--- src/rtl/mult_result_collector.sv ---
// Multiplier result collector: credit-controlled FIFO between the multiplier and writeback.
// Optional same-cycle bypass when empty is enabled by defining MULT_COLLECT_BYPASS_EN.
module mult_result_collector #(
    parameter int XLEN          = 32,
    parameter int TRANS_ID_BITS = 3,
    parameter int DEPTH         = 4,
    parameter int LATENCY       = 1
) (
    input  logic                       clk_i,
    input  logic                       rst_ni,
    input  logic                       flush_i,
    input  logic                       issue_fire_i,
    output logic                       issue_ready_o,
    input  logic                       mult_valid_i,
    input  logic [XLEN-1:0]            mult_result_i,
    input  logic [TRANS_ID_BITS-1:0]   mult_trans_id_i,
    output logic                       wb_valid_o,
    output logic [XLEN-1:0]            wb_result_o,
    output logic [TRANS_ID_BITS-1:0]   wb_trans_id_o,
    input  logic                       wb_ready_i,
    output logic [$clog2(DEPTH):0]     count_o,
    output logic                       overflow_o
);

    localparam int PW       = $clog2(DEPTH);
    localparam int CW       = PW + 1;
    localparam int INFL_MAX = DEPTH + LATENCY;
    localparam int IW       = $clog2(INFL_MAX + 1);

    typedef enum logic [1:0] {
        IDLE   = 2'd0,
        ACTIVE = 2'd1,
        DRAIN  = 2'd2
    } state_e;

    state_e                 state_q, state_d;
    logic [CW-1:0]          wr_ptr_q, wr_ptr_d;
    logic [CW-1:0]          rd_ptr_q, rd_ptr_d;
    logic [IW-1:0]          inflight_q, inflight_d;
    logic [IW-1:0]          drop_q, drop_d;
    logic                   overflow_q, overflow_d;

    // Payload storage is not reset; outputs are masked by valid instead.
    logic [XLEN-1:0]          res_mem_q [DEPTH];
    logic [TRANS_ID_BITS-1:0] id_mem_q  [DEPTH];

    logic [CW-1:0]          count;
    logic [CW-1:0]          count_next;
    logic                   full;
    logic                   empty;
    logic                   drop_active;
    logic                   push;
    logic                   byp;
    logic                   byp_take;
    logic                   fifo_pop;
    logic                   wr_en;
    logic                   overflow_set;
    logic                   issue_ok;
    logic                   infl_dec;
    logic                   drop_dec;

    always_comb begin
        count       = wr_ptr_q - rd_ptr_q;
        full        = (count == CW'(DEPTH));
        empty       = (count == '0);
        drop_active = (drop_q != '0);
        push        = mult_valid_i & ~drop_active;

`ifdef MULT_COLLECT_BYPASS_EN
        byp = empty & push & ~flush_i;
`else
        byp = 1'b0;
`endif

        wb_valid_o = ~empty | byp;
        if (!empty) begin
            wb_result_o   = res_mem_q[rd_ptr_q[PW-1:0]];
            wb_trans_id_o = id_mem_q[rd_ptr_q[PW-1:0]];
        end else if (byp) begin
            wb_result_o   = mult_result_i;
            wb_trans_id_o = mult_trans_id_i;
        end else begin
            wb_result_o   = '0;
            wb_trans_id_o = '0;
        end

        // Credits come from registered state only, so no path from issue_fire_i.
        issue_ready_o = (state_q != DRAIN) &&
                        ((32'(count) + 32'(inflight_q)) < 32'(DEPTH));

        fifo_pop     = ~empty & wb_ready_i;
        byp_take     = byp & wb_ready_i;
        wr_en        = push & ~byp_take & (~full | fifo_pop) & ~flush_i;
        overflow_set = push & full & ~fifo_pop & ~flush_i;

        issue_ok = issue_fire_i & issue_ready_o;
        infl_dec = mult_valid_i & ~drop_active & (inflight_q != '0);
        drop_dec = mult_valid_i & drop_active;

        wr_ptr_d   = wr_ptr_q + CW'(wr_en);
        rd_ptr_d   = rd_ptr_q + CW'(fifo_pop & ~flush_i);
        inflight_d = inflight_q + IW'(issue_ok) - IW'(infl_dec);
        drop_d     = drop_q - IW'(drop_dec);
        overflow_d = overflow_q | overflow_set;

        // Flush: everything already in flight becomes drop; an issue this cycle survives.
        if (flush_i) begin
            wr_ptr_d   = '0;
            rd_ptr_d   = '0;
            inflight_d = IW'(issue_ok);
            drop_d     = drop_q - IW'(drop_dec) + inflight_q - IW'(infl_dec);
        end

        count_next = wr_ptr_d - rd_ptr_d;

        state_d = state_q;
        case (state_q)
            IDLE:    if (count_next != '0) state_d = ACTIVE;
            ACTIVE:  if (count_next == '0) state_d = IDLE;
            DRAIN:   if (drop_d == '0)     state_d = IDLE;
            default: state_d = IDLE;
        endcase
        if (flush_i) begin
            state_d = (drop_d != '0) ? DRAIN : IDLE;
        end

        count_o    = count;
        overflow_o = overflow_q;
    end

    always_ff @(posedge clk_i or negedge rst_ni) begin
        if (!rst_ni) begin
            state_q    <= IDLE;
            wr_ptr_q   <= '0;
            rd_ptr_q   <= '0;
            inflight_q <= '0;
            drop_q     <= '0;
            overflow_q <= 1'b0;
        end else begin
            state_q    <= state_d;
            wr_ptr_q   <= wr_ptr_d;
            rd_ptr_q   <= rd_ptr_d;
            inflight_q <= inflight_d;
            drop_q     <= drop_d;
            overflow_q <= overflow_d;
        end
    end

    always_ff @(posedge clk_i) begin
        if (wr_en) begin
            res_mem_q[wr_ptr_q[PW-1:0]] <= mult_result_i;
            id_mem_q[wr_ptr_q[PW-1:0]]  <= mult_trans_id_i;
        end
    end

endmodule
--- config.mk ---
export PLATFORM = sky130hd
export DESIGN_NAME = mult_result_collector
export DESIGN_NICKNAME = d
export VERILOG_FILES = /design/src/rtl/mult_result_collector.sv
export SDC_FILE = /design/constraint.sdc
export NUM_CORES = 1
export LEC_CHECK = 0
export CAP_MARGIN = 10
export CORE_ASPECT_RATIO = 0.6
export CORE_MARGIN = 3
export CORE_UTILIZATION = 50
export CTS_CLUSTER_DIAMETER = 100
export DETAILED_ROUTE_END_ITERATION = 10
export PLACE_DENSITY_LB_ADDON = 0.25
export SETUP_SLACK_MARGIN = 0.3
export SYNTH_ARGS = -nofsm -noshare
export SYNTH_HDL_FRONTEND = slang
export SYNTH_SLANG_ARGS = --single-unit
--- constraint.sdc ---
create_clock -name clk_i -period 5.7 [get_ports clk_i]
set_clock_uncertainty 0.15 [all_clocks]
set_input_delay 1.14 -clock clk_i [delete_from_list [all_inputs] [get_ports clk_i]]
set_output_delay 1.14 -clock clk_i [all_outputs]
set_load 0.03 [all_outputs]
==> results.py <==
metrics = {
    "job": {
        "cap_viol_max_count": 0,
    },
    "die": {
        "floorplan.rows": 31,
        "top_level_ports": 82,
        "dieHeight_um": 93.2,
        "start_util_pct": 51.9,
        "core_region_area_um2": 12200,
        "die-width_um": 151,
        "dieArea_um2": 14100,
    },
    "sta": {
        "setup_repair_after_global_routing_missed_its_margin": "false",
        "hold_viol_final": 0,
        "slew_violations": 0,
        "hold_slack_ns": 0.299,
        "achievable-frequency_mhz": 218,
        "tightest_slew_ns": 0.740,
        "setup_viol_count_final": 0,
        "tns_ns": 0,
        "period_utilization_pct": 80.6,
        "relSlewSlack_pct": 50.5,
        "finalCriticalPeriod_ns": 4.59,
    },
    "cts": {
        "cts.hold.buffers_added": 0,
        "cts_buffers": 17,
        "cts-root-buf": "clkbuf_16",
        "cts.repair_timing.setup_buffer_count": 0,
        "post_cts_resize_count": 0,
        "clkLatencyLatePin_ns": 0.41,
        "tritoncts": "built",
        "clock_tree.htree_level_count": 4,
        "clk_pin_slew_ns": 0.06,
        "clock_sink_count": 155,
        "clockBufferDepth": 2,
    },
    "routing": {
        "vias": 3132,
        "first_iter_violations": 209,
        "routed_wl_um": 11500,
        "residual_drc": 0,
        "ant_nets": 0,
        "firstDrtPassIters": 4,
        "wl_per_cell_um": 19.5,
        "viasPerCell": 5.28,
    },
    "critical_path": {
        "critical_path_required_ns": 4.41,
        "critical_path_class": "flop to output pin",
        "critPathArrivalTime_ns": 3.30,
        "kind_of_end_point_of_the_critical_path": "output pin",
        "startpoint_type": "flop",
        "crit_path_max_fanout": 5,
    },
    "place": {
        "placed_cell_area_um2": 7370,
        "port-buffer-count": 81,
        "place_congestion": 0.806,
        "place.detailed.instances": 561,
        "dpl.hpwl_um": 7190,
    },
    "grt": {
        "grt_usage_pct": 17.6,
        "grt_pass1_wl_um": 18200,
        "antenna_found_initial": 0,
        "grt.overflow.total": 0,
        "grt_max_degree": 37,
        "first_global_vias": 3295,
    },
    "synth": {
        "post_synth.cell_area_avg_um2": 19.8,
        "mapped_area_um2": 6340,
        "postSynthNetCount": 380,
        "largest_family_of_logic_cells_by_synthesized_area": "multiplexers",
        "synth_simple_gate_area_share_pct": 6.20,
        "ys.warnings.count": 0,
        "yosysUniqueCellTypes": 32,
        "synth_xor_area_share_pct": 1.78,
        "synth_fa_ha_area_share_pct": 4.11,
        "post_synthesis_sequential_element_count": 155,
        "synth.yosys.seq_area_share_pct": 72.3,
        "synth_cells": 320,
        "synthesized_area_fraction_occupied_by_ao_oa_aoi_and_oai_cells_pct": 1.03,
        "synth.mux.area_fraction_pct": 12.6,
    },
    "run_status": {
        "outcome": "finished, final reports clean",
    },
    "power_and_ir_drop": {
        "internal_power_w": 0.00222,
        "sequential_power_share_pct": 42.3,
        "static-leakage-power_nw": 2.71,
        "power.share.switching_pct": 28.4,
        "power.share.combinational_pct": 23.4,
        "worst_ir_drop_vdd_mv": 0.229,
        "pwr-share-clk_pct": 34.3,
        "power_per_cell_area_nw_per_um2": 391,
        "switching_power_w": 0.000880,
    },
    "finish": {
        "layout-area-overhead-vs-synth_pct": 25.2,
        "number_of_cells_in_the_finished_layout_apart_from_fillers": 593,
        "nets": 475,
        "antenna_cells_inserted": 0,
        "final_design_area_no_fill_um2": 7930,
        "final_layout_size_suffix_gt1_share_pct": 19.6,
        "final_core_area_utilization_pct": 64.9,
    },
    "worst_hold_path": {
        "holdCritPathClass": "flop to flop",
    },
}
==> worst max-delay path, cell delays in order, from the launching register on <==
cell             delay, ns
dfrtp_1               0.42
inv_1                 0.12
ha_1                  0.22
fa_1                  0.38
xor3_1                0.39
ha_1                  0.30
nor3_1                0.17
and3_1                0.22
clkdlybuf4s50_1       0.68
==> area by class of cell <==
cell class | count | area, µm²
sequential | 155 | 4580
tap | 165 | 206
clock inverter | 14 | 135
multi-input combinational | 136 | 1650
inverter | 16 | 60.1
clock buffer | 18 | 429
timing repair buffer | 89 | 871
fill | 854 | 4290
==> metrics by stage <==
| step | setup WS [ns] | power, W |
|---|---|---|
| CTS | 1.10 | 0.00314 |
| floorplan | 0.723 | 0.00180 |
| global route | 0.972 | 0.00325 |
| detailed placement | 1.47 | 0.00207 |
| finish | 1.11 | 0.00311 |
| global placement | 1.55 | 0.00205 |
==> cell usage in the layout (no fill, tap or decap), types with 2 or more instances in the layout <==
master	instances
edfxtp_1	140
clkdlybuf4s50_1	81
nor2b_1	40
mux4_2	35
clkbuf_16	17
inv_1	16
ha_1	16
dfrtp_1	13
buf_4	8
inv_6	7
nor2_1	6
nand2_1	4
xnor2_1	4
nor3_2	4
clkinvlp_4	4
fa_1	3
nor3_1	2
and3_1	2
a21oi_1	2
a31o_2	2
xnor3_1	2
dfrtp_2	2
==> metal layers <==
layer,routed length [µm],GRT usage (%),up-vias
li1,-,-,1440
met1,5550,25.9,1603
met2,5250,25.3,76
met3,626,5.71,13
met4,118,5.66,0
met5,0,0,-
==> registers in the layout (all words and copies together), names as in the netlist <==
name,count
res_mem_q,128
id_mem_q,12
drop_q,3
inflight_q,3
rd_ptr_q,3
wr_ptr_q,3
state_q,2
overflow_o,1
==> logic make-up (layout without fill, tap and decap cells) <==
logic type / count (synthesis) / in the layout
simple gates: 65 / 65
xor+xnor: 8 / 8
buf+inv: 29 / 137
mux: 36 / 36
flops: 155 / 155
fa+ha+maj: 19 / 19
compound gates: 8 / 8
==> synth_stat cells <==
cell type	number	area share (%)
a211o_1	1	0.14
a21oi_1	2	0.16
a311oi_1	1	0.14
a31o_2	2	0.28
and3_1	2	0.20
and3b_1	1	0.14
buf_2	4	0.32
buf_4	4	0.47
clkbuf_1	5	0.30
dfrtp_1	15	5.9
edfxtp_1	140	66
fa_1	3	0.95
ha_1	16	3.2
inv_1	16	0.95
mux2i_1	1	0.16
mux4_2	35	12
nand2_1	4	0.24
nand2b_1	1	0.099
nand3b_1	1	0.12
nor2_1	6	0.36
nor2b_1	40	3.9
nor3_1	6	0.47
nor3_4	1	0.26
nor3b_1	1	0.12
o31a_1	1	0.14
o41a_1	1	0.18
or2_2	1	0.099
or4b_1	1	0.16
xnor2_1	4	0.55
xnor3_1	2	0.71
xor2_1	1	0.14
xor3_1	1	0.38
==> power groups by stage <==
stage	Clock, W	Sequential [W]	Combinational [W]
floorplan	0	0.00133	0.000470
global placement	0	0.00134	0.000719
detailed placement	0	0.00134	0.000733
CTS	0.00109	0.00131	0.000737
global route	0.00114	0.00132	0.000791
finish	0.00106	0.00131	0.000727
==> worst paths after layout <==
check | slack [ns] | start | to | depth (start not counted)
max reg2reg | 2.01 | wr_ptr_q[0]$_DFF_PN0_ | state_q[0]$_DFFE_PN0P_ | 14
min | 0.30 | state_q[1]$_DFFE_PN0P_ | state_q[0]$_DFFE_PN0P_ | 1
max in group asynchronous | 3.87 | rst_ni | rd_ptr_q[1]$_DFF_PN0_ | 1
min reg2reg | 0.30 | state_q[1]$_DFFE_PN0P_ | state_q[0]$_DFFE_PN0P_ | 1
max | 1.11 | wr_ptr_q[0]$_DFF_PN0_ | issue_ready_o | 8
min in group asynchronous | 1.02 | rst_ni | drop_q[0]$_DFF_PN0_ | 1
Note: power is estimated with default switching activity, not from simulation.
